[config.mk]
export PLATFORM = sky130hd
export DESIGN_NAME = stage3_fast_q_sched
export DESIGN_NICKNAME = d
export VERILOG_FILES = /design/src/rtl/stage3_fast_q_sched.sv
export SDC_FILE = /design/constraint.sdc
export NUM_CORES = 1
export LEC_CHECK = 0
export BUFFER_PORTS_ARGS = -buffer_cell sky130_fd_sc_hd__buf_2
export CAP_MARGIN = 10
export CORE_UTILIZATION = 45
export CTS_CLUSTER_DIAMETER = 60
export CTS_CLUSTER_SIZE = 28
export DETAILED_ROUTE_END_ITERATION = 8
export GPL_TIMING_DRIVEN = 0
export PLACE_DENSITY = 0.71
export SKIP_LAST_GASP = 1
export SLEW_MARGIN = 10
export SYNTH_ARGS = -nofsm -noshare
export SYNTH_HDL_FRONTEND = slang
export SYNTH_SLANG_ARGS = --single-unit
export TNS_END_PERCENT = 5
[constraint.sdc]
create_clock -name clk -period 3.75 [get_ports clk]
set_input_delay 0.75 -clock clk [delete_from_list [all_inputs] [get_ports clk]]
set_output_delay 0.75 -clock clk [all_outputs]
set_load 0.005 [all_outputs]
[src/rtl/stage3_fast_q_sched.sv]
// stage3_fast_q_sched: takes a batch of up to three encoded FAST quote messages,
// serialises them in lane order, and maintains the PID1/MC1/MT1 dictionary and
// the per-block emitted byte count.
`ifndef FAST_MESSAGE_BITS
`define FAST_MESSAGE_BITS 64
`endif

// Per-lane capture register: holds one lane's message, length and headers for
// the duration of a batch so the outputs never depend on the live inputs.
module stage3_fast_q_lane #(
  parameter int FAST_W = 64,
  parameter int LEN_W  = 8,
  parameter int PID_W  = 8,
  parameter int MC_W   = 8,
  parameter int MT_W   = 8
) (
  input  logic              clk,
  input  logic              rst,
  input  logic              load_i,
  input  logic [FAST_W-1:0] msg_i,
  input  logic [LEN_W-1:0]  len_i,
  input  logic [PID_W-1:0]  pid_i,
  input  logic [MC_W-1:0]   mc_i,
  input  logic [MT_W-1:0]   mt_i,
  output logic [FAST_W-1:0] msg_o,
  output logic [LEN_W-1:0]  len_o,
  output logic [PID_W-1:0]  pid_o,
  output logic [MC_W-1:0]   mc_o,
  output logic [MT_W-1:0]   mt_o
);
  logic [FAST_W-1:0] msg_q;
  logic [LEN_W-1:0]  len_q;
  logic [PID_W-1:0]  pid_q;
  logic [MC_W-1:0]   mc_q;
  logic [MT_W-1:0]   mt_q;

  // Capture on batch acceptance, hold otherwise.
  always_ff @(posedge clk) begin
    if (rst) begin
      msg_q <= '0; len_q <= '0; pid_q <= '0; mc_q <= '0; mt_q <= '0;
    end else if (load_i) begin
      msg_q <= msg_i; len_q <= len_i; pid_q <= pid_i; mc_q <= mc_i; mt_q <= mt_i;
    end
  end

  assign msg_o = msg_q;
  assign len_o = len_q;
  assign pid_o = pid_q;
  assign mc_o  = mc_q;
  assign mt_o  = mt_q;
endmodule

module stage3_fast_q_sched #(
  parameter int FAST_W = `FAST_MESSAGE_BITS,
  parameter int LEN_W  = 8,
  parameter int PID_W  = 8,
  parameter int MC_W   = 8,
  parameter int MT_W   = 8,
  parameter int CNT_W  = 16
) (
  input  logic              clk,
  input  logic              rst,
  input  logic              in_valid,
  output logic              in_ready,
  input  logic [2:0]        in_mask,
  input  logic [FAST_W-1:0] message_fast_1,
  input  logic [FAST_W-1:0] message_fast_2,
  input  logic [FAST_W-1:0] message_fast_3,
  input  logic [LEN_W-1:0]  message_fast_length_1,
  input  logic [LEN_W-1:0]  message_fast_length_2,
  input  logic [LEN_W-1:0]  message_fast_length_3,
  input  logic [PID_W-1:0]  hdr_pid_1,
  input  logic [PID_W-1:0]  hdr_pid_2,
  input  logic [PID_W-1:0]  hdr_pid_3,
  input  logic [MC_W-1:0]   hdr_mc_1,
  input  logic [MC_W-1:0]   hdr_mc_2,
  input  logic [MC_W-1:0]   hdr_mc_3,
  input  logic [MT_W-1:0]   hdr_mt_1,
  input  logic [MT_W-1:0]   hdr_mt_2,
  input  logic [MT_W-1:0]   hdr_mt_3,
  input  logic              block_start,
  output logic              out_valid,
  input  logic              out_ready,
  output logic [FAST_W-1:0] out_message,
  output logic [LEN_W-1:0]  out_length,
  output logic [1:0]        out_lane,
  output logic              out_last,
  output logic [PID_W-1:0]  field_PID1,
  output logic [MC_W-1:0]   field_MC1,
  output logic [MT_W-1:0]   field_MT1,
  output logic [CNT_W-1:0]  byte_count
);
  typedef enum logic [0:0] {IDLE = 1'b0, DRAIN = 1'b1} state_t;

  state_t state_q, state_d;
  logic [2:0]       pend_q, pend_d, mask_q, mask_d;
  logic             clr_pend_q, clr_pend_d;
  logic [CNT_W-1:0] cnt_q, cnt_d;
  logic [PID_W-1:0] pid_q, pid_d;
  logic [MC_W-1:0]  mc_q, mc_d;
  logic [MT_W-1:0]  mt_q, mt_d;

  // Lane inputs gathered into packed arrays so the capture is a generate loop.
  logic [2:0][FAST_W-1:0] msg_in, msg_c;
  logic [2:0][LEN_W-1:0]  len_in, len_c;
  logic [2:0][PID_W-1:0]  pid_in, pid_c;
  logic [2:0][MC_W-1:0]   mc_in, mc_c;
  logic [2:0][MT_W-1:0]   mt_in, mt_c;

  assign msg_in = {message_fast_3, message_fast_2, message_fast_1};
  assign len_in = {message_fast_length_3, message_fast_length_2, message_fast_length_1};
  assign pid_in = {hdr_pid_3, hdr_pid_2, hdr_pid_1};
  assign mc_in  = {hdr_mc_3, hdr_mc_2, hdr_mc_1};
  assign mt_in  = {hdr_mt_3, hdr_mt_2, hdr_mt_1};

  logic accept, load;
  assign in_ready  = (state_q == IDLE) && !rst;
  assign out_valid = (state_q == DRAIN) && !rst;
  assign accept    = in_valid && in_ready;
  assign load      = accept && (in_mask != 3'b000);

  genvar g;
  for (g = 0; g < 3; g++) begin : g_lane
    stage3_fast_q_lane #(
      .FAST_W(FAST_W), .LEN_W(LEN_W), .PID_W(PID_W), .MC_W(MC_W), .MT_W(MT_W)
    ) u_lane (
      .clk(clk), .rst(rst), .load_i(load),
      .msg_i(msg_in[g]), .len_i(len_in[g]), .pid_i(pid_in[g]),
      .mc_i(mc_in[g]), .mt_i(mt_in[g]),
      .msg_o(msg_c[g]), .len_o(len_c[g]), .pid_o(pid_c[g]),
      .mc_o(mc_c[g]), .mt_o(mt_c[g])
    );
  end

  // Presented lane is the lowest pending bit; dictionary source is the
  // highest lane of the captured mask.
  logic [2:0] low_bit;
  logic [1:0] sel, top;
  logic       has;
  assign low_bit = pend_q & (~pend_q + 3'd1);
  assign has     = |pend_q;
  assign sel     = pend_q[0] ? 2'd0 : (pend_q[1] ? 2'd1 : 2'd2);
  assign top     = mask_q[2] ? 2'd2 : (mask_q[1] ? 2'd1 : 2'd0);

  assign out_message = has ? msg_c[sel] : '0;
  assign out_length  = has ? len_c[sel] : '0;
  assign out_lane    = has ? sel + 2'd1 : 2'd0;
  assign out_last    = has && (pend_q == low_bit);

  // Saturating byte counter add of the presented length.
  logic [CNT_W:0]   sum;
  logic [CNT_W-1:0] cnt_sat;
  assign sum     = {1'b0, cnt_q} + {{(CNT_W + 1 - LEN_W){1'b0}}, out_length};
  assign cnt_sat = sum[CNT_W] ? {CNT_W{1'b1}} : sum[CNT_W-1:0];

  logic hs;
  assign hs = out_valid && out_ready;

  // Next-state: batch capture, drain sequencing, dictionary and counter update.
  always_comb begin
    state_d    = state_q;
    pend_d     = pend_q;
    mask_d     = mask_q;
    clr_pend_d = clr_pend_q;
    cnt_d      = cnt_q;
    pid_d      = pid_q;
    mc_d       = mc_q;
    mt_d       = mt_q;
    case (state_q)
      IDLE: begin
        clr_pend_d = 1'b0;
        if (block_start) begin
          cnt_d = '0; pid_d = '0; mc_d = '0; mt_d = '0;
        end
        if (load) begin
          pend_d  = in_mask;
          mask_d  = in_mask;
          state_d = DRAIN;
        end
      end
      DRAIN: begin
        if (block_start) clr_pend_d = 1'b1;
        if (hs) begin
          pend_d = pend_q & ~low_bit;
          if (out_last) begin
            state_d    = IDLE;
            clr_pend_d = 1'b0;
            // A block boundary seen during the batch wins over the batch's
            // own dictionary write and byte add.
            if (clr_pend_q || block_start) begin
              cnt_d = '0; pid_d = '0; mc_d = '0; mt_d = '0;
            end else begin
              cnt_d = cnt_sat;
              pid_d = pid_c[top];
              mc_d  = mc_c[top];
              mt_d  = mt_c[top];
            end
          end else begin
            cnt_d = cnt_sat;
          end
        end
      end
      default: state_d = IDLE;
    endcase
  end

  // State and control registers.
  always_ff @(posedge clk) begin
    if (rst) begin
      state_q    <= IDLE;
      pend_q     <= '0;
      mask_q     <= '0;
      clr_pend_q <= 1'b0;
      cnt_q      <= '0;
      pid_q      <= '0;
      mc_q       <= '0;
      mt_q       <= '0;
    end else begin
      state_q    <= state_d;
      pend_q     <= pend_d;
      mask_q     <= mask_d;
      clr_pend_q <= clr_pend_d;
      cnt_q      <= cnt_d;
      pid_q      <= pid_d;
      mc_q       <= mc_d;
      mt_q       <= mt_d;
    end
  end

  assign field_PID1 = pid_q;
  assign field_MC1  = mc_q;
  assign field_MT1  = mt_q;
  assign byte_count = cnt_q;
endmodule

==> metrics.txt <==
Relative slew margins 0.404; FFs w/ async S/R, synth 0; f_max 287 MHz; HPWL Detailed 38300 µm; mean post-synth cell area approximately 7.4 µm²; Worst-Margin Slew about 0.89 ns; Clock Path Buffers 3; reg2reg start pend_q[1]; worst clock skew 0.0152 ns; hold slack between 0.4 and 0.5 ns; RSZ-0062 raised after global routing no; Vias 14700; fraction of layout instances using a drive strength above 1 0.224; Slew Limit Fails 0; first drt pass iteration count 5; #FFs+latches synth 335; register area 0.00671 mm²; Port Buffers 412; row cnt 64; crit path max fanout 10; CP delay by family, top compound AO/OA/AOI/OAI gates; GPL Wtd Cong ~0.9; ratio of total power to cell area around 440 mW/mm²; P_leak 6.89 nW; cts bufs inserted 26; Via density between 5 and 6; DR iter-0 viols 941; initial antenna violation count 11; status complete, no violations; post-synthesis cell type count 55; Placed Cells between 2000 and 3000; CTS tree yes; crit path capture type flop; Clock transition at path regs 0.09 ns; Post-Syn Nets 2203; reg2reg path depth 12; synthesized instance count 1898; Post-Layout Cell Count 2764; first-pass GRT wire length 74800 µm; mapped cell area 0.0140 mm²; die outline height 179 µm; Yosys warnings 0; final design utilization 0.573; max cap viols 0; CTS root buffer clkbuf_16; Top Ports 413; die width 179 µm; Final min period 3.49 ns; vias in the first global route 14100; final hold vios 0; area taken by multi-input logic gates approximately 0.0067 mm²; total wire length 49800 µm; min-delay worst type in2reg; setup slack, reg-to-reg ~0.26 ns; all-layer global routing usage 0.304; Post-Route Setup TNS 0 ns; Placement Setup Slack -0.442 ns; Setup WS post-layout between 0.2 and 0.3 ns; Worst path slowest cell o21ai_0; critical path type reg2reg; clock sink count 335; Starting Density 0.458; CP peak stage delay 0.42 ns; largest net degree at the start of global routing 25; drt drc 0; die area 0.0319 mm²; Setup Buffers After CTS 0; Area Overhead vs Synth 25.3%; Seq/Total Area, Yosys 0.478; Worst Hold Launch hdr_mt_1[5]; fin crit share 0.930; Routed wire per std cell 18.0 µm; Max VDD drop 312 µV; Routed Antenna Nets 0; Synth Flop Type dfxtp_1; critical-path cell list buf_2, clkbuf_2, clkbuf_4, a21oi_1, o21ai_0, ha_1, and2_4, a221o_1, o2111ai_2, a21oi_2, a221oi_1, a31oi_1; CP Buf/Inv Count 3; final setup fails 0; hold path endpoint g_lane[0].u_lane.mt_o[5]; Post-synth EDFFs 0; Final #Nets 2642; r2r endpoint byte_count[11]; H-Tree Level Count 1; grt total ovfl 0; number of fill cells 3022; hold path depth 3; Worst Path Required 4.17 ns; CP arrival approximately 4 ns; core area 0.0307 mm²; CP Launch Type flop; clk_lat worst skew between 0.5 and 0.6 ns
==> worst min-delay path, cell delays in order <==
cell	delay, ns
buf_2	0.10
nand2_1	0.04
a21oi_1	0.05
==> sequential cells by signal, indices dropped and copies added, names as in the netlist <==
register	cells
pend_q	3
byte_count	16
state_q	1
g_lane.u_lane.mc_o	24
g_lane.u_lane.len_o	24
g_lane.u_lane.pid_o	24
field_MC1	8
g_lane.u_lane.mt_o	24
field_MT1	8
clr_pend_q	1
field_PID1	8
mask_q	2
g_lane.u_lane.msg_o	192
==> through the flow <==
stage / instance area (µm²) / total power [W]
CTS: 17500 / 0.00784
floorplan: 14000 / 0.00436
global placement: 16600 / 0.00479
global route: 17600 / 0.00810
detailed placement: 16600 / 0.00481
finish: 17600 / 0.00782
==> Yosys cell counts (2+ instances only) <==
master,number,area [µm²]
a221oi_1,4,35.0
dfxtp_1,335,6710
o21ai_1,2,10.0
nand2b_1,2,12.5
o21ai_2,2,17.5
nor2_2,3,18.8
mux2i_1,25,250
a21o_1,3,22.5
nand3_1,29,145
inv_1,3,11.3
buf_1,20,75.1
and3_1,3,18.8
nor3_1,9,45.0
xnor2_1,4,35.0
nand3b_1,3,22.5
nand2_1,727,2730
or3_1,2,12.5
ha_1,8,100
o21ai_0,110,551
a31oi_1,5,31.3
buf_2,44,220
nor3b_1,3,22.5
nor2b_1,5,31.3
a22oi_1,65,488
a211oi_1,3,22.5
a21oi_1,339,1700
clkbuf_1,90,338
nor2_1,23,86.3
==> where the power goes <==
group          switching (W)  internal, W  total (W)
sequential         0.0000847      0.00371    0.00380
clock                0.00157      0.00152    0.00308
combinational       0.000613     0.000326   0.000939
==> cell usage in the layout (no fill, tap or decap), drive strengths merged, types with 2 or more instances in the layout <==
master / Yosys / routed
o21ai: 115 / 115
clkbuf: 90 / 117
nor2b: 5 / 5
a31oi: 5 / 5
a22oi: 65 / 65
buf: 65 / 477
diode: 0 / 11
ha: 8 / 8
and3: 4 / 4
dfxtp: 335 / 335
or2: 2 / 2
nand3b: 3 / 3
nand2b: 2 / 2
nor2: 26 / 26
inv: 4 / 15
and2: 2 / 2
nor3: 10 / 10
nand3: 29 / 29
nor3b: 3 / 3
or3: 2 / 2
xnor2: 4 / 4
nand2: 727 / 727
xor2: 2 / 2
a211oi: 3 / 3
mux2i: 25 / 25
a21o: 3 / 3
a21oi: 341 / 341
clkinv: 0 / 7
a221oi: 5 / 5
==> per-layer routing <==
metal / global-route usage / wire length [µm] / vias to the layer above
li1: - / - / 7243
met1: 0.379 / 20500 / 6746
met2: 0.533 / 24200 / 593
met3: 0.0473 / 3640 / 95
met4: 0.0943 / 1330 / 12
met5: 0 / 86 / -
==> cell type report <==
cell class	instances	area share
Buffer	154	0.0367
Tap cell	396	0.0282
Antenna cell	11	0.00157
Multi-Input combinational cell	1404	0.380
Clock inverter	20	0.0153
Timing Repair Buffer	412	0.117
Clock buffer	28	0.0392
Sequential cell	335	0.381
Inverter	4	0.000854
==> how the worst max path moves through the flow <==
stage / from / end / slack [ns] / depth (start not counted)
2_1_floorplan: pend_q[1] / byte_count[11] / 0.77 / 12
3_3_place_gp: pend_q[1] / byte_count[13] / -0.34 / 12
3_5_place_dp: pend_q[1] / byte_count[13] / -0.44 / 12
4_1_cts: pend_q[1] / byte_count[11] / -0.18 / 13
5_1_grt: pend_q[1] / byte_count[14] / 0.01 / 13
6_report: pend_q[1] / byte_count[11] / 0.26 / 12
==> cell families after synthesis <==
family                     Yosys count  share of synthesized area
DFF                                335                      0.478
adders and majority gates            9                    0.00856
AOI/OAI and AO/OA                  548                      0.217
muxes                               25                     0.0178
buffers and inverters              159                     0.0467
xor gates and xnor gates             6                    0.00428
and+or+nand+nor                    816                      0.228
==> repair_timing <==
action,4_1_cts,5_1_grt
endpoints found under the hold margin,0,0
resized for setup,2,12
hold buffers,0,0
setup endpoints to repair,39,16
Power figures use the tool's default switching activity.
